--- config.mk ---
export PLATFORM = sky130hd
export DESIGN_NAME = delay_line_scheduler
export DESIGN_NICKNAME = d
export VERILOG_FILES = /design/src/rtl/delay_pkg.sv /design/src/rtl/event_fifo.sv /design/src/rtl/delay_line_scheduler.sv
export SDC_FILE = /design/constraint.sdc
export NUM_CORES = 1
export LEC_CHECK = 0
export CELL_PAD_IN_SITES_DETAIL_PLACEMENT = 1
export CELL_PAD_IN_SITES_GLOBAL_PLACEMENT = 1
export CORE_ASPECT_RATIO = 1.5
export CORE_MARGIN = 1
export CORE_UTILIZATION = 35
export DETAILED_ROUTE_END_ITERATION = 10
export MAX_ROUTING_LAYER = met4
export PLACE_DENSITY_LB_ADDON = 0.1
export SYNTH_ARGS = -nofsm -noshare
export SYNTH_HDL_FRONTEND = slang
export SYNTH_HIERARCHICAL = 1
export SYNTH_SLANG_ARGS = --single-unit
--- constraint.sdc ---
create_clock -name clk -period 4.6 [get_ports clk]
set_clock_uncertainty 0.15 [all_clocks]
set_input_delay 0.46 -clock clk [delete_from_list [all_inputs] [get_ports clk]]
set_output_delay 0.46 -clock clk [all_outputs]
set_load 0.005 [all_outputs]
--- src/rtl/delay_pkg.sv ---
// Shared constants and helpers for the clocked delay line: mode encodings,
// minimum delay and the per-cycle scheduling action.
package delay_pkg;

  localparam logic MODE_TRANSPORT = 1'b0;
  localparam logic MODE_INERTIAL  = 1'b1;

  localparam int unsigned MIN_DELAY = 1;

  // What the scheduler does with the transition seen this cycle.
  typedef enum logic [1:0] {
    EV_NONE   = 2'd0,
    EV_PUSH   = 2'd1,
    EV_CANCEL = 2'd2,
    EV_DROP   = 2'd3
  } ev_action_e;

  // A zero delay would schedule an event for the current cycle, which can never match.
  function automatic int unsigned clamp_delay(input int unsigned d);
    return (d < MIN_DELAY) ? MIN_DELAY : d;
  endfunction

endpackage

--- src/rtl/event_fifo.sv ---
// Synchronous FIFO of due timestamps with an extra tail-pop used to cancel the
// most recently scheduled event. Head is read combinationally from registers.
module event_fifo
  import delay_pkg::*;
#(
  parameter int W     = 8,
  parameter int DEPTH = 16
) (
  input  logic                     clk,
  input  logic                     rst,
  input  logic                     push,
  input  logic [W-1:0]             din,
  input  logic                     pop,
  input  logic                     pop_tail,
  output logic [W-1:0]             head,
  output logic                     full,
  output logic                     empty,
  output logic [$clog2(DEPTH):0]   count
);

  localparam int AW = $clog2(DEPTH);

  logic [AW-1:0] wr_ptr_reg, wr_ptr_next;
  logic [AW-1:0] rd_ptr_reg, rd_ptr_next;
  logic [AW:0]   count_reg,  count_next;
  logic          push_ok, pop_ok, tail_ok;
  logic [W-1:0]  entries [DEPTH];

  assign full  = (count_reg == (AW+1)'(DEPTH));
  assign empty = (count_reg == '0);
  assign count = count_reg;

  assign push_ok = push && !full;
  assign pop_ok  = pop && !empty;
  // Tail cancel only when nothing else touches the queue this cycle.
  assign tail_ok = pop_tail && !empty && !push_ok && !pop_ok;

  genvar gi;
  generate
    for (gi = 0; gi < DEPTH; gi++) begin : g_entry
      logic [W-1:0] entry_reg;
      always_ff @(posedge clk) begin
        if (push_ok && (wr_ptr_reg == AW'(gi))) begin
          entry_reg <= din;
        end
      end
      assign entries[gi] = entry_reg;
    end
  endgenerate

  assign head = entries[rd_ptr_reg];

  always_comb begin
    wr_ptr_next = wr_ptr_reg;
    rd_ptr_next = rd_ptr_reg;
    count_next  = count_reg;
    if (push_ok) begin
      wr_ptr_next = wr_ptr_reg + AW'(1);
    end else if (tail_ok) begin
      wr_ptr_next = wr_ptr_reg - AW'(1);
    end
    if (pop_ok) begin
      rd_ptr_next = rd_ptr_reg + AW'(1);
    end
    count_next = count_reg + (AW+1)'(push_ok) - (AW+1)'(pop_ok) - (AW+1)'(tail_ok);
  end

  always_ff @(posedge clk) begin
    if (rst) begin
      wr_ptr_reg <= '0;
      rd_ptr_reg <= '0;
      count_reg  <= '0;
    end else begin
      wr_ptr_reg <= wr_ptr_next;
      rd_ptr_reg <= rd_ptr_next;
      count_reg  <= count_next;
    end
  end

endmodule

--- src/rtl/delay_line_scheduler.sv ---
// Cycle-accurate programmable delay line: timestamps each input transition and
// toggles y when the free-running counter reaches the transition's due time.
module delay_line_scheduler
  import delay_pkg::*;
#(
  parameter int CW    = 8,
  parameter int DEPTH = 16
) (
  input  logic                     clk,
  input  logic                     rst,
  input  logic                     a,
  input  logic [CW-1:0]            delay_cfg,
  input  logic                     inertial,
  input  logic                     clr_ovf,
  output logic                     y,
  output logic                     busy,
  output logic [$clog2(DEPTH):0]   pending,
  output logic                     ovf
);

  logic [CW-1:0] cnt_reg;
  logic          a_q_reg;
  logic          y_reg, y_next;
  logic          ovf_reg, ovf_next;

  logic [CW-1:0] eff_delay;
  logic [CW-1:0] due;
  logic          trans;
  logic          release_ev;
  ev_action_e    action;

  logic [CW-1:0]            head;
  logic                     fifo_full, fifo_empty;
  logic [$clog2(DEPTH):0]   fifo_count;

  assign eff_delay = CW'(clamp_delay(32'(delay_cfg)));
  // Modulo arithmetic; equality compare on release keeps it correct across wrap.
  assign due        = cnt_reg + eff_delay;
  assign trans      = (a != a_q_reg);
  assign release_ev = !fifo_empty && (head == cnt_reg);

  always_comb begin
    action = EV_NONE;
    if (trans) begin
      if ((inertial == MODE_INERTIAL) && !fifo_empty && !release_ev) begin
        // Pulse shorter than the delay: retract the pending edge, y never moves.
        action = EV_CANCEL;
      end else if (fifo_full) begin
        action = EV_DROP;
      end else begin
        action = EV_PUSH;
      end
    end
  end

  event_fifo #(
    .W     (CW),
    .DEPTH (DEPTH)
  ) u_fifo (
    .clk      (clk),
    .rst      (rst),
    .push     (action == EV_PUSH),
    .din      (due),
    .pop      (release_ev),
    .pop_tail (action == EV_CANCEL),
    .head     (head),
    .full     (fifo_full),
    .empty    (fifo_empty),
    .count    (fifo_count)
  );

  always_comb begin
    y_next   = release_ev ? ~y_reg : y_reg;
    ovf_next = ovf_reg;
    if (action == EV_DROP) begin
      ovf_next = 1'b1;
    end else if (clr_ovf) begin
      ovf_next = 1'b0;
    end
  end

  always_ff @(posedge clk) begin
    if (rst) begin
      cnt_reg <= '0;
      a_q_reg <= 1'b0;
      y_reg   <= 1'b0;
      ovf_reg <= 1'b0;
    end else begin
      cnt_reg <= cnt_reg + CW'(1);
      a_q_reg <= a;
      y_reg   <= y_next;
      ovf_reg <= ovf_next;
    end
  end

  assign y       = y_reg;
  assign ovf     = ovf_reg;
  assign pending = fifo_count;
  assign busy    = (fifo_count != '0);

endmodule
==> run metrics <==
die span in y=172 um; CTS clk-pin slew, worst paths=70 ps; RD Place Congestion=0.810; CTS H-Tree Depth=4; Worst Path Arrival=approximately 4500 ps; Worst Path Required=4810 ps; share of layout cells above drive strength 1=around 20%; Port-buffer cells=20; fmax=0.235 GHz; I/O pin total=21; drt initial violations=171; most frequent cells in the layout=edfxtp_1, buf_4, nor2_1; Max-slew headroom=12.4%; critical path capture point type=flop; worst hold path type=reg2reg; final setup TNS=0 ps; Diodes inserted=0; Clock Latency Late Sink=420 ps; Leak=0.00283 uW; commonest non-fill, non-tap cell in the layout=edfxtp_1; Worst setup SP type=flop; status=finished, final reports clean; Setup-failing EPs final=0; Pwr Total=3950 uW; PD cells=roughly 480 nW/um^2; vias=3933; max FFs per register=128; clk buf depth=2; post-synthesis average cell area=14.6 sq um; die area=19800 sq um; largest net degree at the start of global routing=36; Sink Count=approximately 150; drt first pass iters=4; placed cell count=745; synth unique cells=52; DPL Wire Length=11900 um; Root Driver=clkbuf_16; Area Overhead vs Synth=21.0%; vias per cell=5.06; Post-Syn Area=approximately 6700 sq um; total track usage=a little under a fifth; ys async rst share=0%; Main synth FF type=edfxtp_1; Post-Layout Cell Count=778; Slew Limit Fails=0; Worst Setup Path Type=reg2reg; grt ovf=0; cell count after synthesis=461; post-layout util=43.6%; CP max FO=13; Worst VDD drop=between 0.2 and 0.25 mV; Warnings, synthesis=6; post-layout min period=4260 ps; total wire length=16900 um; layout net count=549; initial antenna violation count=0; vias in the first global route=approximately 4.3k; sequential element share of the synthesized area=64.1%; hold slack=371 ps; Rows=61; final hold vios=0; first-pass GRT wire length=about 25000 um; Final ANT Viol Nets=0; maxcap violations=0; #FFs+latches synth=152; CTS Buf Count=17; Initial Util=~36%; Post-synth EDFFs=roughly 130; Core ar.=18700 sq um; Final period util=92.6%; post-synth net total=497; worst-margin pin slew=between 1000 and 1500 ps; # DRC=0; width of the die=115 um; RSZ-0062 raised after global routing=false; TritonCTS clock tree=built; wire per inst=about 22 um
cell usage after synthesis (2+ instances only):
cell type | n | share of area [%]
clkbuf_1 | 11 | 0.61
a22oi_1 | 8 | 0.89
o21ai_0 | 11 | 0.82
dfxtp_1 | 24 | 7.1
buf_2 | 6 | 0.45
and3_1 | 2 | 0.19
nand2b_1 | 6 | 0.56
fa_1 | 2 | 0.59
ha_1 | 21 | 3.9
inv_1 | 22 | 1.2
buf_6 | 3 | 0.50
a221oi_1 | 17 | 2.2
nand2_1 | 19 | 1.1
edfxtp_1 | 128 | 57
mux2i_1 | 32 | 4.7
nand3_1 | 10 | 0.74
o211ai_1 | 2 | 0.22
buf_4 | 4 | 0.45
nand4_1 | 2 | 0.19
nor2_1 | 34 | 1.9
mux4_2 | 16 | 5.3
xnor2_1 | 8 | 1.0
a21oi_1 | 6 | 0.45
nor2b_1 | 10 | 0.93
and2_1 | 2 | 0.19
nor3_1 | 11 | 0.82
xor2_1 | 18 | 2.3
mux2_4 | 2 | 0.45
final cells by class:
| class | instances | area (sq um) |
|---|---|---|
| clock buffer | 18 | 429 |
| multi-input combinational | 261 | 2250 |
| sequential | 152 | 4330 |
| fill | 1874 | 10500 |
| timing repair buffer | 58 | 523 |
| tap | 252 | 315 |
| clock inverter | 14 | 219 |
| inverter | 23 | 90.1 |
through the flow:
step,setup WS [ps],instance area [sq um]
6_report,343,8160
5_1_grt,20.7,8160
3_3_place_gp,224,7420
2_1_floorplan,435,6750
4_1_cts,113,8070
3_5_place_dp,128,7420
layer usage:
metal  GRT usage [%]  part of all wire (%)  vias up
met3            3.58                   2.1       26
met4            7.74                   2.5        0
met1            19.6                    40     2015
met2            34.2                    56       49
met5               -                     0        -
li1                -                     -     1843
power breakdown:
part	total, uW	internal [uW]	switching (uW)
clock network	1530	969	566
registers	1690	1630	62.5
logic	725	313	412
critical path: stages (launching register included):
cell and delay, ps:
dfxtp_2 430, buf_8 220, mux4_2 570, a22oi_1 180
nand2_1 80, xor2_1 150, nor4_2 310, and3_2 270
o211a_1 180, nand2_1 70, a21oi_1 150, nor2_1 60
ha_1 180, ha_1 220, inv_1 70, ha_1 210
a21oi_1 160, nor2_1 60, or3_1 330, a21oi_1 140
path summary, 6_finish.rpt:
| kind | from | end | slack, ps | cells past startpoint |
|---|---|---|---|---|
| min reg2reg | cnt_reg[0] | cnt_reg[0] | 370 | 1 |
| min | cnt_reg[0] | cnt_reg[0] | 370 | 1 |
| max | u_fifo/rd_ptr_reg[0] | u_fifo/count[4] | 340 | 19 |
| max reg2reg | u_fifo/rd_ptr_reg[0] | u_fifo/count[4] | 340 | 19 |
what timing repair did:
item,in CTS,in global routing
buffers inserted,0,0
hold buffers,0,0
gates resized for setup,0,15
endpoints found under the setup margin,0,3
cells by family after synthesis:
kind of cell	after synthesis	share of synthesized area (%)
muxes	50	10.5
AOI/OAI and AO/OA	56	6.23
adders and majority gates	23	4.49
xor gates and xnor gates	26	3.38
and+or+nand+nor	106	7.92
buffers and inverters	48	3.34
DFF	152	64.1
(Power assumes the default switching activity.)
